==> src/rtl/vga_overlay_gen.sv <==
// VGA timing generator with frame-buffer request, image window and box/crosshair overlays.
// Three stages: counters/request (0), flags + coordinates (1), pixel mux + registered outputs (2).
module vga_overlay_gen #(
    parameter int unsigned H_SYNC    = 136,
    parameter int unsigned H_BACK    = 160,
    parameter int unsigned H_ADDR    = 1024,
    parameter int unsigned H_FRONT   = 24,
    parameter int unsigned V_SYNC    = 6,
    parameter int unsigned V_BACK    = 29,
    parameter int unsigned V_ADDR    = 768,
    parameter int unsigned V_FRONT   = 3,
    parameter int unsigned IMG_W     = 640,
    parameter int unsigned IMG_H     = 480,
    parameter int unsigned IMG_X0    = 0,
    parameter int unsigned IMG_Y0    = 0,
    parameter int unsigned BOX_N     = 2,
    parameter bit          SYNC_POL  = 1'b1,
    parameter logic [15:0] OVL_COLOR = 16'hF800
) (
    input  logic                 sclk,
    input  logic                 s_rst_n,
    input  logic [BOX_N-1:0]     box_en,
    input  logic [11*BOX_N-1:0]  box_x_min,
    input  logic [11*BOX_N-1:0]  box_x_max,
    input  logic [10*BOX_N-1:0]  box_y_min,
    input  logic [10*BOX_N-1:0]  box_y_max,
    input  logic                 cross_en,
    input  logic [10:0]          cross_x,
    input  logic [9:0]           cross_y,
    output logic                 data_req,
    input  logic [15:0]          img_data,
    output logic                 vga_hsync,
    output logic                 vga_vsync,
    output logic                 vga_de,
    output logic [15:0]          vga_rgb,
    output logic [10:0]          vga_x,
    output logic [9:0]           vga_y,
    output logic                 frame_start
);

    localparam int unsigned H_TOTAL = H_SYNC + H_BACK + H_ADDR + H_FRONT;
    localparam int unsigned V_TOTAL = V_SYNC + V_BACK + V_ADDR + V_FRONT;
    localparam int unsigned H_START = H_SYNC + H_BACK;
    localparam int unsigned V_START = V_SYNC + V_BACK;
    localparam int unsigned HCW     = $clog2(H_TOTAL + 1);
    localparam int unsigned VCW     = $clog2(V_TOTAL + 1);
    localparam int unsigned XW      = 11;
    localparam int unsigned YW      = 10;
    localparam logic        SYNC_IDLE = ~SYNC_POL;

    // stage 0: raster counters
    logic [HCW-1:0] r_cnt_h;
    logic [VCW-1:0] r_cnt_v;
    logic           w_h_last;
    logic           w_v_last;
    logic           w_origin;
    logic [HCW-1:0] w_hoff;
    logic [VCW-1:0] w_voff;
    logic           w_active;
    logic [XW-1:0]  w_ax;
    logic [YW-1:0]  w_ay;
    logic [XW:0]    w_img_dx;
    logic [YW:0]    w_img_dy;
    logic           w_in_img;

    assign w_h_last = (r_cnt_h == HCW'(H_TOTAL - 1));
    assign w_v_last = (r_cnt_v == VCW'(V_TOTAL - 1));
    assign w_origin = (r_cnt_h == '0) && (r_cnt_v == '0);

    always_ff @(posedge sclk or negedge s_rst_n) begin
        if (!s_rst_n) begin
            r_cnt_h <= '0;
            r_cnt_v <= '0;
        end else if (w_h_last) begin
            r_cnt_h <= '0;
            r_cnt_v <= w_v_last ? '0 : r_cnt_v + VCW'(1);
        end else begin
            r_cnt_h <= r_cnt_h + HCW'(1);
        end
    end

    // offsets wrap above the counter range before the active start, so one compare covers both edges
    assign w_hoff   = r_cnt_h - HCW'(H_START);
    assign w_voff   = r_cnt_v - VCW'(V_START);
    assign w_active = (w_hoff < HCW'(H_ADDR)) && (w_voff < VCW'(V_ADDR));
    assign w_ax     = XW'(w_hoff);
    assign w_ay     = YW'(w_voff);
    assign w_img_dx = (XW+1)'({1'b0, w_ax} - (XW+1)'(IMG_X0));
    assign w_img_dy = (YW+1)'({1'b0, w_ay} - (YW+1)'(IMG_Y0));
    assign w_in_img = w_active && (w_img_dx < (XW+1)'(IMG_W)) && (w_img_dy < (YW+1)'(IMG_H));

    assign data_req    = w_in_img;
    assign frame_start = s_rst_n && w_origin;

    // overlay shadows, reloaded once per frame at the counter origin
    logic [BOX_N-1:0]    r_sh_box_en;
    logic [XW*BOX_N-1:0] r_sh_x_min;
    logic [XW*BOX_N-1:0] r_sh_x_max;
    logic [YW*BOX_N-1:0] r_sh_y_min;
    logic [YW*BOX_N-1:0] r_sh_y_max;
    logic                r_sh_cross_en;
    logic [XW-1:0]       r_sh_cross_x;
    logic [YW-1:0]       r_sh_cross_y;

    always_ff @(posedge sclk or negedge s_rst_n) begin
        if (!s_rst_n) begin
            r_sh_box_en   <= '0;
            r_sh_x_min    <= '0;
            r_sh_x_max    <= '0;
            r_sh_y_min    <= '0;
            r_sh_y_max    <= '0;
            r_sh_cross_en <= 1'b0;
            r_sh_cross_x  <= '0;
            r_sh_cross_y  <= '0;
        end else if (w_origin) begin
            r_sh_box_en   <= box_en;
            r_sh_x_min    <= box_x_min;
            r_sh_x_max    <= box_x_max;
            r_sh_y_min    <= box_y_min;
            r_sh_y_max    <= box_y_max;
            r_sh_cross_en <= cross_en;
            r_sh_cross_x  <= cross_x;
            r_sh_cross_y  <= cross_y;
        end
    end

    // stage 1: flags and active-area coordinates
    logic          r_s1_active;
    logic          r_s1_img;
    logic          r_s1_hs;
    logic          r_s1_vs;
    logic [XW-1:0] r_s1_ax;
    logic [YW-1:0] r_s1_ay;

    always_ff @(posedge sclk or negedge s_rst_n) begin
        if (!s_rst_n) begin
            r_s1_active <= 1'b0;
            r_s1_img    <= 1'b0;
            r_s1_hs     <= 1'b0;
            r_s1_vs     <= 1'b0;
            r_s1_ax     <= '0;
            r_s1_ay     <= '0;
        end else begin
            r_s1_active <= w_active;
            r_s1_img    <= w_in_img;
            r_s1_hs     <= (r_cnt_h < HCW'(H_SYNC));
            r_s1_vs     <= (r_cnt_v < VCW'(V_SYNC));
            r_s1_ax     <= w_active ? w_ax : '0;
            r_s1_ay     <= w_active ? w_ay : '0;
        end
    end

    // box edge detection; a box with min > max on either axis is suppressed
    logic [BOX_N-1:0] w_box_edge;

    for (genvar gi = 0; gi < BOX_N; gi++) begin : g_box
        logic [XW-1:0] w_xl, w_xh;
        logic [YW-1:0] w_yl, w_yh;
        logic          w_valid, w_in_x, w_in_y, w_on_y, w_on_x;

        assign w_xl    = r_sh_x_min[XW*gi +: XW];
        assign w_xh    = r_sh_x_max[XW*gi +: XW];
        assign w_yl    = r_sh_y_min[YW*gi +: YW];
        assign w_yh    = r_sh_y_max[YW*gi +: YW];
        assign w_valid = r_sh_box_en[gi] && (w_xl <= w_xh) && (w_yl <= w_yh);
        assign w_in_x  = (r_s1_ax >= w_xl) && (r_s1_ax <= w_xh);
        assign w_in_y  = (r_s1_ay >= w_yl) && (r_s1_ay <= w_yh);
        assign w_on_y  = (r_s1_ay == w_yl) || (r_s1_ay == w_yh);
        assign w_on_x  = (r_s1_ax == w_xl) || (r_s1_ax == w_xh);
        assign w_box_edge[gi] = w_valid && ((w_on_y && w_in_x) || (w_on_x && w_in_y));
    end

    logic        w_cross;
    logic [15:0] w_rgb;

    assign w_cross = r_sh_cross_en && ((r_s1_ax == r_sh_cross_x) || (r_s1_ay == r_sh_cross_y));

    always_comb begin
        w_rgb = 16'h0000;
        if (r_s1_active) begin
            if ((|w_box_edge) || w_cross) begin
                w_rgb = OVL_COLOR;
            end else if (r_s1_img) begin
                w_rgb = img_data;
            end
        end
    end

    // stage 2: registered video outputs
    always_ff @(posedge sclk or negedge s_rst_n) begin
        if (!s_rst_n) begin
            vga_hsync <= SYNC_IDLE;
            vga_vsync <= SYNC_IDLE;
            vga_de    <= 1'b0;
            vga_rgb   <= '0;
            vga_x     <= '0;
            vga_y     <= '0;
        end else begin
            vga_hsync <= r_s1_hs ? SYNC_POL : SYNC_IDLE;
            vga_vsync <= r_s1_vs ? SYNC_POL : SYNC_IDLE;
            vga_de    <= r_s1_active;
            vga_rgb   <= w_rgb;
            vga_x     <= r_s1_ax;
            vga_y     <= r_s1_ay;
        end
    end

endmodule

==> config.mk <==
export PLATFORM = sky130hd
export DESIGN_NAME = vga_overlay_gen
export DESIGN_NICKNAME = d
export VERILOG_FILES = /design/src/rtl/vga_overlay_gen.sv
export SDC_FILE = /design/constraint.sdc
export NUM_CORES = 1
export LEC_CHECK = 0
export BUFFER_PORTS_ARGS = -buffer_cell sky130_fd_sc_hd__buf_2
export CAP_MARGIN = 5
export CELL_PAD_IN_SITES_DETAIL_PLACEMENT = 2
export CELL_PAD_IN_SITES_GLOBAL_PLACEMENT = 2
export CORE_UTILIZATION = 30
export DETAILED_ROUTE_END_ITERATION = 16
export HOLD_SLACK_MARGIN = 0.06
export PLACE_DENSITY = 0.72
export SLEW_MARGIN = 20
export SYNTH_ARGS = -nofsm -noshare
export SYNTH_HDL_FRONTEND = slang
export SYNTH_SLANG_ARGS = --single-unit
export TNS_END_PERCENT = 20
==> constraint.sdc <==
create_clock -name sclk -period 4.15 [get_ports sclk]
set_clock_uncertainty 0.15 [all_clocks]
set_input_delay 0.83 -clock sclk [delete_from_list [all_inputs] [get_ports sclk]]
set_output_delay 0.83 -clock sclk [all_outputs]
set_load 0.01 [all_outputs]
Word level (Yosys, flattened, before mapping) --
Cells that the tools add are included.
Operators by class: add/sub/neg operators 4, order comparisons 18, eq/ne operators 12, multiplexer cells 9, reduce and logical (&&, ||, !) cells 31
Operator list (count):
- 11-bit == test | 5
- 10-bit == test | 5
- 16-bit two-way mux | 3
- 11-bit less-or-equal comparator | 4
- 10-bit less-or-equal comparator | 4
- 11-bit >= comparator | 2
- 11-bit two-way mux | 2
- 10-bit >= comparator | 2
- 1-bit logical AND | 20
- 10-bit two-way mux | 2
- 11-bit by 1-bit adder with 11-bit output (second input constant) | 1
- 11-bit == test (second input constant) | 1
- 11-bit zero test | 1
- 11-bit by 10-bit less-than comparator with 1-bit output (second input constant) | 1
- 11-bit less-than comparator (second input constant) | 1
- 11-bit by 8-bit less-than comparator with 1-bit output (second input constant) | 1
- 11-bit by 9-bit subtractor with 11-bit output (second input constant) | 1
- 10-bit by 1-bit adder with 10-bit output (second input constant) | 1
- 10-bit == test (second input constant) | 1
- 10-bit zero test | 1
- 10-bit less-than comparator (second input constant) | 1
- 10-bit by 3-bit less-than comparator with 1-bit output (second input constant) | 1
- 10-bit by 9-bit less-than comparator with 1-bit output (second input constant) | 1
- 10-bit by 6-bit subtractor with 10-bit output (second input constant) | 1
- other kinds (3) | 11
Word-level totals: register bits after elaboration 194, input bits 126, output and inout bits 42

Longest topological paths before layout --
Gate-level depths: netlist (run 1).
depth in word-level cells 9, mapped depth 10

Worst setup path before layout (run 1) --
No wires, ideal clock.
path type reg-to-output, from register r_cnt_v[7], to output port frame_start, arrival 1878 ps, data required time 3170 ps, setup slack 1292 ps, stages on the path, launching flop included 5, buffers on the path 1, path through dfrtp_1 -> clkbuf_1 -> or3_1 -> or4b_4 -> nor4_1
On the way: word-level cells in the longest chain between the ends 3
RTL lines:
- from (decl) | line 53 | logic [VCW-1:0] r_cnt_v;
- from (signal assigned) | line 76 | r_cnt_v <= w_v_last ? '0 : r_cnt_v + VCW'(1);
- 10-bit zero test | line 68 | assign w_origin = (r_cnt_h == '0) && (r_cnt_v == '0);
- 1-bit logical AND | line 68
- 1-bit logical AND | line 93 | assign frame_start = s_rst_n && w_origin;
- to (decl) | line 38 | output logic frame_start
Every way passes these cells.

Final worst setup path (run 1) --
from register r_cnt_v[0], to output port data_req
On the way: word-level cells in the longest chain between the ends 5, elaborated cells on any way between the ends 6, classes of those cells add/sub: 1; order compare: 2; reduce/logical: 3
RTL lines:
- 10-bit by 6-bit subtractor with 10-bit output (*) | line 84 | assign w_voff = r_cnt_v - VCW'(V_START);
- 10-bit less-than comparator | line 85 | assign w_active = (w_hoff < HCW'(H_ADDR)) && (w_voff < VCW'(V_ADDR));
- 1-bit logical AND | line 85
- 1-bit logical AND | line 90 | assign w_in_img = w_active && (w_img_dx < (XW+1)'(IMG_W)) && (w_img_dy < (YW+1)'(IMG_H));
- 1-bit logical AND (*) | line 90
- to (decl) | line 30 | output logic data_req,
Mark *: on every way between the ends. The rest lies on a longest branch, timed or not.

==> results.yml, run 1 <==
run_status:
  status: "complete, no violations"
clock_network:
  numCtsBuffers: 17
  clock_latency_ns: 0.45
  clock-sinks: 194
  cts-root-buf: "clkbuf_16"
  cts_hold_buf: 0
  post_cts_resized: 0
  cts.path.max_buffers: 2
  cts_tree: "done"
  post_cts_buffers: 0
  path_clk_slew_ns: 0.07
  cts.htree.levels: 4
sta:
  finalMaxSlewViolations: 0
  setup_viol: 0
  totalNegativeSetupSlack_ns: 0
  hold_viol: 0
  clock.fmax_ghz: 0.268
  rsz0062_at_grt: "false"
  min_period_ns: 3.74
  holdWs_ns: 0.0976
  max_slew_margin_pct: 37.4
  setup_slack_ns: 0.415
  worstMarginPinSlew_ns: 0.939
  period_share_pct: 90.0
worst_hold_path:
  min_path_type: "in2async"
setup_path:
  worstPathArrival_ns: 2.76
  end_kind: "output pin"
  path_max_fanout: 7
  worstPathRequired_ns: 3.17
  cp-start-kind: "register"
  crit_type: "reg2out"
cells_and_area:
  finalNetCount: 1468
  utilization_pct: 36.6
  multi_input_area_sq_um: 5000
  final_area_sq_um: 12400
  area_growth_pct: 18.8
  drive_gt1_share_pct: 19.6
  fillers: 3732
  seq_area_sq_um: 4850
  antennaDiodeCount: 0
placement:
  dpl_cell_area_sq_um: 11800
  dp_hpwl_mm: 24.9
  io_buffers: 167
  pre_cts_ws_ns: 0.754
  globalplace.congestion: 0.818
drt:
  vias_per_cell: 4.88
  vias: 8137
  antenna_left: 0
  drt_wl_total_mm: 31.7
  dr.pass1.iters: 4
  drtIter0Drc: 258
  drc: 0
  wl_per_cell_um: 19.0
global_route:
  grt_usage_pct: 18.5
  grt_overflow: 0
  grt_pass1_wl_mm: 50.6
  grt_pass1_vias: 9185
  antenna_found_initial: 0
  grt_max_degree: 125
floorplanning:
  ioPinCount: 168
  start_util_pct: 30.8
  core-area_sq_um: 33900
  die_area_sq_um: 35500
  die_y_um: 189
  chipWidth_um: 189
  rows: 67
logic_synthesis:
  netlist.area_leader.share_pct: 46.5
  syn-num-nets: 1307
  async_flop_share_pct: 100
  ys_seq_elements: 194
  syn-mean-instance-area_sq_um: 9.96
  synth_edf_count: 0
  synth-seq-area-share_pct: 46.5
  ys_warn_count: 0
  yosysTopAreaCell: "dfrtp_1"
  yosys-top-cells-area: "dfrtp_1, ha_1, o21ai_0"
  syn_inst: 1048
  yosysUniqueCellTypes: 46
  netlist_area_sq_um: 10400
  synth-main-ff-cell: "dfrtp_1"
power_and_ir_drop:
  vdd_ir_drop_max_v: 0.000290
  p_per_area_nw_per_um2: 337
  p_leak_nw: 6.26
job:
  maxCapViolations: 0
## kinds of logic after synthesis
group | count (synthesis) | synth area share, %
flip-flops | 194 | 46.5
adder cells (fa/ha/maj) | 133 | 15.9
multiplexers | 29 | 3.12
XOR/XNOR | 46 | 3.86
AND/OR/NAND/NOR | 293 | 13.4
buffers and inverters | 144 | 5.68
AO/OA/AOI/OAI | 208 | 11.4
other | 1 | 0.0359
## metrics by stage
stage | power, W | std cells
after CTS | 0.00424 | 1669
after global routing | 0.00434 | 1669
after detailed placement | 0.00237 | 1638
after global placement | 0.00234 | 1638
after floorplan | 0.00217 | 1048
final | 0.00418 | 1669
## cell type report
cell class,count,area share (%)
multi-input cells,710,40.3
well taps,448,4.52
flip-flops and latches,194,39.2
clock inverters,10,1.38
clock buffers,21,3.79
inverters,108,3.27
repair buffers,178,7.58
## synthesized netlist by cell type, drive strengths merged, types with 2 or more instances
cell     number
dfrtp       194
ha          133
inv         108
o21ai       108
nand2       106
nor2         54
a21oi        47
nand3        32
mux2         28
xor2         26
nand4        25
nor3         25
xnor2        20
clkbuf       19
buf          17
a21o         15
and2          9
nand2b        9
a211oi        8
nor2b         8
nor4          7
o21a          7
and3          4
and4          4
o41ai         4
or3           4
a2111oi       3
a21boi        3
nand3b        3
a221oi        2
a32oi         2
nor4b         2
o21bai        2
o31ai         2
## path summary, 6_finish.rpt
kind	start	to	slack [ns]	cells past startpoint
min reg2reg	r_s1_vs$_DFF_PN0_	vga_vsync$_DFF_PN0_	0.20	0
min in group sclk	r_s1_vs$_DFF_PN0_	vga_vsync$_DFF_PN0_	0.20	0
min	s_rst_n	r_sh_y_max[14]$_DFFE_PN0P_	0.1	1
max reg2reg	r_sh_x_max[15]$_DFFE_PN0P_	vga_rgb[13]$_DFF_PN0_	0.79	8
max	r_cnt_v[0]$_DFFE_PN0N_	data_req	0.41	7
max in group asynchronous	s_rst_n	r_sh_y_min[18]$_DFFE_PN0P_	2.81	2
## worst max-delay path, stage by stage, from the launching register on
cell and delay [ns]:
dfrtp_1 0.46, ha_1 0.31, o41ai_1 0.62, nand2_1 0.21
o22a_1 0.25, nor2_1 0.16, nor3_1 0.12, buf_2 0.16
## layout by cell type, fill, tap and decap left out, drive strengths merged, types with 3 or more instances in the layout
cell type	netlist	layout
o41ai	4	4
and4	4	4
nor4	7	7
xor2	26	26
nand3b	3	3
a211oi	8	8
ha	133	133
inv	108	111
or3	4	4
and3	4	4
nor2	54	54
buf	17	177
nor2b	8	8
bufinv	0	4
dfrtp	194	194
o21ai	108	108
mux2	28	28
xnor2	20	20
nand2b	9	9
nand4	25	25
nor3	25	25
a21oi	47	47
nand3	32	32
and2	9	9
nand2	106	106
o21a	7	7
a2111oi	3	3
clkbuf	19	22
a21o	15	15
a21boi	3	3
clkinv	0	3
## power by group
part,total [W],switching (W),internal [W]
clock,0.00185,0.000784,0.00106
combinational,0.000344,0.000199,0.000145
sequential,0.00198,0.0000390,0.00194
## registers in the layout, summed over array words and instances (netlist names), 2 cells and up
signal	cells
vga_x	11
r_s1_ax	11
r_s1_ay	10
r_sh_cross_x	11
r_cnt_v	10
r_cnt_h	11
r_sh_y_max	20
r_sh_box_en	2
vga_y	10
vga_rgb	16
r_sh_y_min	20
r_sh_x_min	22
r_sh_x_max	22
r_sh_cross_y	10
## layer usage
metal / track usage, % / wire length [um] / part of all wire (%)
met1: 23.7 / 14600 / 46
met2: 32.1 / 15500 / 49
met3: 3.48 / 1020 / 3.2
met4: 4.59 / 499 / 1.6
met5: 0 / 0 / 0
No activity file was read; power rests on OpenSTA's default activity.
==> inputs of run 2 (changes only) <==
Settings changed: ABC_AREA set to 1.
==> results.yml, run 2 <==
sta:
  min_period_ns: 3.50
  worstMarginPinSlew_ns: 0.992
  clock.fmax_ghz: 0.286
  totalNegativeSetupSlack_ns: 0
  finalMaxSlewViolations: 0
  hold_viol: 0
  max_slew_margin_pct: 33.9
  setup_slack_ns: 0.652
  period_share_pct: 84.3
  setup_viol: 0
  rsz0062_at_grt: "false"
drt:
  wl_per_cell_um: 18.0
  drc: 0
  drtIter0Drc: 180
  antenna_left: 0
  vias_per_cell: 4.68
  vias: 8611
  dr.pass1.iters: 4
  drt_wl_total_mm: 33.2
power_and_ir_drop:
  vdd_ir_drop_max_v: 0.000294
  internal-power_w: 0.00318
  swShare_pct: 24.4
  pwr-share-comb_pct: 9.0
  switchingPower_w: 0.00103
  p_per_area_nw_per_um2: 320
  pwr-share-clk_pct: 43.7
  seqPwrFrac_pct: 47.3
  p_leak_nw: 7.30
setup_path:
  regToRegSetupSlack_ns: 1.54
  slowest_stage: "dfrtp_1"
  reg2reg_to: "vga_rgb[5]$_DFF_PN0_"
  r2r-start: "r_s1_ax[8]$_DFF_PN0_"
  worstPathCellList: "ha_1, nor2_1, nand2_1, nand2_1, nand2_1, xor2_1, nand2_1, nor2_1, nor3_1, buf_2"
  crit_type: "reg2out"
  r2r_cells: 11
  cp-start-kind: "register"
  path_max_fanout: 8
  cpMostUsedCell: "nand2_1"
  end_kind: "output pin"
  worstPathArrival_ns: 2.52
  slowest_delay_ns: 0.47
  worstPathRequired_ns: 3.17
clock_network:
  post_cts_buffers: 0
  cts_hold_buf: 0
  clock_latency_ns: 0.45
  post_cts_resized: 0
  path_clk_slew_ns: 0.07
  clock-sinks: 194
  numCtsBuffers: 17
  cts.path.max_buffers: 2
  cts_tree: "done"
  cts.htree.levels: 4
  cts-root-buf: "clkbuf_16"
logic_synthesis:
  syn-mean-instance-area_sq_um: 9.36
  yosysMostFrequentCell: "nand2_1"
  netlist_area_sq_um: 11100
  yosys-top-cells-area: "dfrtp_1, ha_1, mux2_2"
  syn_inst: 1183
  synth-seq-area-share_pct: 43.8
  yosysTopAreaCell: "dfrtp_1"
  synth_edf_count: 0
  yosysUniqueCellTypes: 29
  async_flop_share_pct: 100
  synth-main-ff-cell: "dfrtp_1"
  synth_common_cells: "nand2_1, dfrtp_1, inv_1, ha_1, nor2_1"
  netlist.area_leader.share_pct: 43.8
  ys_warn_count: 0
  ys_seq_elements: 194
  syn-num-nets: 1442
placement:
  dp_hpwl_mm: 26.2
  dpl_cell_area_sq_um: 12500
  pre_cts_ws_ns: 1.16
  io_buffers: 167
  globalplace.congestion: 0.800
  dpl.cell_count: 1807
worst_hold_path:
  min_path_cells: 0
  worstHoldStart: "r_s1_hs$_DFF_PN0_"
  hold-path-endpoint: "vga_hsync$_DFF_PN0_"
  min_path_type: "reg2reg"
global_route:
  antenna_found_initial: 4
  grt_pass1_vias: 9868
  grt_overflow: 0
  grt_usage_pct: 18.4
  grt_pass1_wl_mm: 53.9
  grt_max_degree: 109
cells_and_area:
  area_growth_pct: 18.4
  fin_cells: 1840
  layout_common_cells: "nand2_1, dfrtp_1, inv_1"
  final_common_cell: "nand2_1"
  drive_gt1_share_pct: 23.6
  finalNetCount: 1617
  final_area_sq_um: 13100
  top_regs: "r_sh_x_max: 22 flops, r_sh_x_min: 22 flops"
floorplanning:
  ioPinCount: 168
  die_y_um: 194
  chipWidth_um: 194
  die_area_sq_um: 37700
  rows: 70
  start_util_pct: 30.4
  core-area_sq_um: 36400
job:
  maxCapViolations: 0
run_status:
  status: "complete, no violations"
run 2: logic make-up after synthesis:
| group | Yosys count | share of synthesized area (%) |
|---|---|---|
| AO/OA/AOI/OAI | 76 | 3.81 |
| other | 1 | 0.0339 |
| adder cells (fa/ha/maj) | 133 | 15.0 |
| buffers and inverters | 201 | 7.07 |
| XOR/XNOR | 32 | 2.53 |
| AND/OR/NAND/NOR | 438 | 16.4 |
| multiplexers | 108 | 11.3 |
| flip-flops | 194 | 43.8 |
run 2: worst max-delay path, delay by kind of cell (launching register included):
kind          cells  cell delay [ns]
simple gates      7             0.91
flops             1             0.47
xor+xnor          1             0.18
fa+ha+maj         1             0.29
buf+inv           1             0.22
run 2: through the flow:
stage          util (%)  total power [W]  hold WS, ns
2_1_floorplan         -          0.00221        0.181
6_report           36.0          0.00420        0.215
5_1_grt            36.0          0.00439        0.227
4_1_cts            36.0          0.00427        0.216
3_5_place_dp       34.2          0.00241        0.195
3_3_place_gp       34.2          0.00238        0.193
run 2: power by group through the flow:
stage                     Combinational, W  Clock, W  Sequential (W)
after floorplan                   0.000206         0         0.00201
after global placement            0.000362         0         0.00202
after detailed placement          0.000385         0         0.00203
after CTS                         0.000393   0.00189         0.00199
after global routing              0.000437   0.00196         0.00200
final                             0.000379   0.00183         0.00199
run 2: worst max-delay path by stage:
| stage | startpoint | to | slack [ns] | cells past startpoint |
|---|---|---|---|---|
| after floorplan | r_cnt_v[0]$_DFFE_PN0N_ | data_req | 1.63 | 9 |
| after global placement | r_cnt_v[0]$_DFFE_PN0N_ | data_req | 1.27 | 10 |
| after detailed placement | r_cnt_v[0]$_DFFE_PN0N_ | data_req | 1.16 | 10 |
| after CTS | r_cnt_v[0]$_DFFE_PN0N_ | data_req | 0.61 | 10 |
| after global routing | r_cnt_v[0]$_DFFE_PN0N_ | data_req | 0.50 | 10 |
| final | r_cnt_v[0]$_DFFE_PN0N_ | data_req | 0.65 | 10 |
run 2: layout make-up:
cell class / count / area, sq um
diodes: 1 / 2.50
inverters: 186 / 698
repair buffers: 171 / 887
multi-input cells: 788 / 5440
clock inverters: 11 / 176
well taps: 468 / 586
flip-flops and latches: 194 / 4850
fillers: 4049 / 23300
clock buffers: 21 / 470
run 2: per-layer routing:
layer	wire length [um]	part of all wire [%]	global-route usage (%)
met1	15000	45	22.9
met2	16600	50	32.8
met3	864	2.6	2.78
met4	702	2.1	5.61
met5	13	0.039	0
==> inputs of run 3 (changes only) <==
Settings changed: PLACE_DENSITY 0.72 to 0.75.
Clock period 4.15 ns to 3.2 ns, I/O delays scaled along.
==> results.yml, run 3 (synthesis results as in run 2) <==
cells_and_area:
  final_area_sq_um: 13100
  drive_gt1_share_pct: 23.7
  fillers: 4046
  layout_common_cells: "nand2_1, dfrtp_1, inv_1"
  finalNetCount: 1618
  area_growth_pct: 17.9
  final_common_cell: "nand2_1"
  antennaDiodeCount: 0
  top_regs: "r_sh_x_max: 22 flops, r_sh_x_min: 22 flops"
setup_path:
  crit_type: "reg2out"
  r2r-start: "r_s1_ay[5]$_DFF_PN0_"
  cpMostUsedCell: "nand2_1"
  slowest_delay_ns: 0.46
  worstPathArrival_ns: 2.22
  worstPathCellList: "ha_2, nor2_1, nand2_1, nand2_1, nand2_1, xor2_2, nand2_1, nor2_1, nor3_2, buf_2"
  r2r_cells: 11
  crit_buf_inv: 1
  worstPathRequired_ns: 2.41
  cp-start-kind: "register"
  critPathTopFamily: "simple AND/OR/NAND/NOR gates"
  regToRegSetupSlack_ns: 0.58
  slowest_stage: "dfrtp_2"
  path_max_fanout: 8
  end_kind: "output pin"
  reg2reg_to: "vga_rgb[1]$_DFF_PN0_"
global_route:
  grt_max_degree: 137
  antenna_found_initial: 1
  grt_pass1_vias: 9849
  grt_pass1_wl_mm: 53.3
  grt_overflow: 0
  grt_usage_pct: 18.3
sta:
  setup_slack_ns: 0.188
  period_share_pct: 94.1
  setup_viol: 0
  min_period_ns: 3.01
  finalMaxSlewViolations: 0
  worstMarginPinSlew_ns: 0.787
  hold_viol: 0
  max_slew_margin_pct: 47.5
  totalNegativeSetupSlack_ns: 0
  rsz0062_at_grt: "false"
  clock.fmax_ghz: 0.332
clock_network:
  cts_tree: "done"
  numCtsBuffers: 17
  cts-root-buf: "clkbuf_16"
  clock-sinks: 194
  clock_latency_ns: 0.45
  cts.path.max_buffers: 2
  cts.htree.levels: 4
  path_clk_slew_ns: 0.07
drt:
  drtIter0Drc: 129
  vias: 8617
  drc: 0
  drt_wl_total_mm: 33.1
  antenna_left: 0
  dr.pass1.iters: 4
  vias_per_cell: 4.70
  wl_per_cell_um: 18.0
floorplanning:
  die_y_um: 194
  chipWidth_um: 194
  start_util_pct: 30.4
  core-area_sq_um: 36400
  die_area_sq_um: 37700
  ioPinCount: 168
  rows: 70
placement:
  dp_hpwl_mm: 26.0
  io_buffers: 167
  globalplace.congestion: 0.812
  pre_cts_ws_ns: 0.471
  dpl_cell_area_sq_um: 12500
power_and_ir_drop:
  p_leak_nw: 7.25
  p_per_area_nw_per_um2: 400
  vdd_ir_drop_max_v: 0.000341
run_status:
  status: "complete, no violations"
job:
  maxCapViolations: 0
worst_hold_path:
  min_path_type: "in2async"
## run 3: layout make-up
class / instances / area [sq um] / share of cell area [%]
multi-input combinational: 788 / 5470 / 41.9
sequential: 194 / 4860 / 37.2
timing repair buffer: 172 / 907 / 6.94
inverter: 186 / 698 / 5.34
tap: 468 / 586 / 4.48
clock buffer: 19 / 433 / 3.31
clock inverter: 7 / 115 / 0.881
## run 3: power by group
group	internal, W	total, W	switching (W)	leakage [nW]
logic	0.000219	0.000493	0.000274	4.57
clock network	0.00120	0.00215	0.000954	0.262
registers	0.00252	0.00258	0.0000567	2.42
## run 3: worst max path at each step
stage / start / endpoint / slack [ns] / cells past startpoint
after detailed placement: r_cnt_h[3]$_DFF_PN0_ / data_req / 0.47 / 9
after global placement: r_cnt_v[0]$_DFFE_PN0N_ / data_req / 0.59 / 10
after floorplan: r_cnt_v[0]$_DFFE_PN0N_ / data_req / 0.87 / 9
after CTS: r_cnt_h[3]$_DFF_PN0_ / data_req / 0.04 / 9
after global routing: r_cnt_v[0]$_DFFE_PN0N_ / data_req / 0.02 / 10
final: r_cnt_v[0]$_DFFE_PN0N_ / data_req / 0.19 / 10
## run 3: timing repair
action	4_1_cts	5_1_grt
setup endpoints to repair	1	1
hold buffers	0	0
gates resized for setup	1	8
setup buffers	0	1
pin swaps	0	2
## run 3: stage by stage
step / hold WS, ns / utilization, % / power, W / cells
3_5_place_dp: 0.193 / 34.2 / 0.00313 / 1807
5_1_grt: 0.239 / 35.9 / 0.00546 / 1834
4_1_cts: 0.218 / 35.8 / 0.00532 / 1833
2_1_floorplan: 0.181 / - / 0.00287 / 1183
6_report: 0.199 / 35.9 / 0.00523 / 1834
3_3_place_gp: 0.193 / 34.2 / 0.00309 / 1807
## run 3: routing by layer
layer  wire, um  GRT usage, %  vias to the layer above  share of wire (%)
li1           -             -                     4146                  -
met1      14600          22.3                     4308                 44
met2      16800          32.6                      120                 51
met3        841          2.61                       41                2.5
met4        784          6.58                        2                2.4
met5         10             0                        -              0.030
## run 3: worst register-to-register path: stages, from the launching register on
cell and delay, ns:
dfrtp_1 0.52, ha_1 0.37, nand2_1 0.08, nor2_1 0.20, nand3_1 0.12, nand3_1 0.10
nand2_1 0.09, nand3_1 0.08, nand2_1 0.06, nand2_1 0.10, nand3_1 0.40, nor2_1 0.25
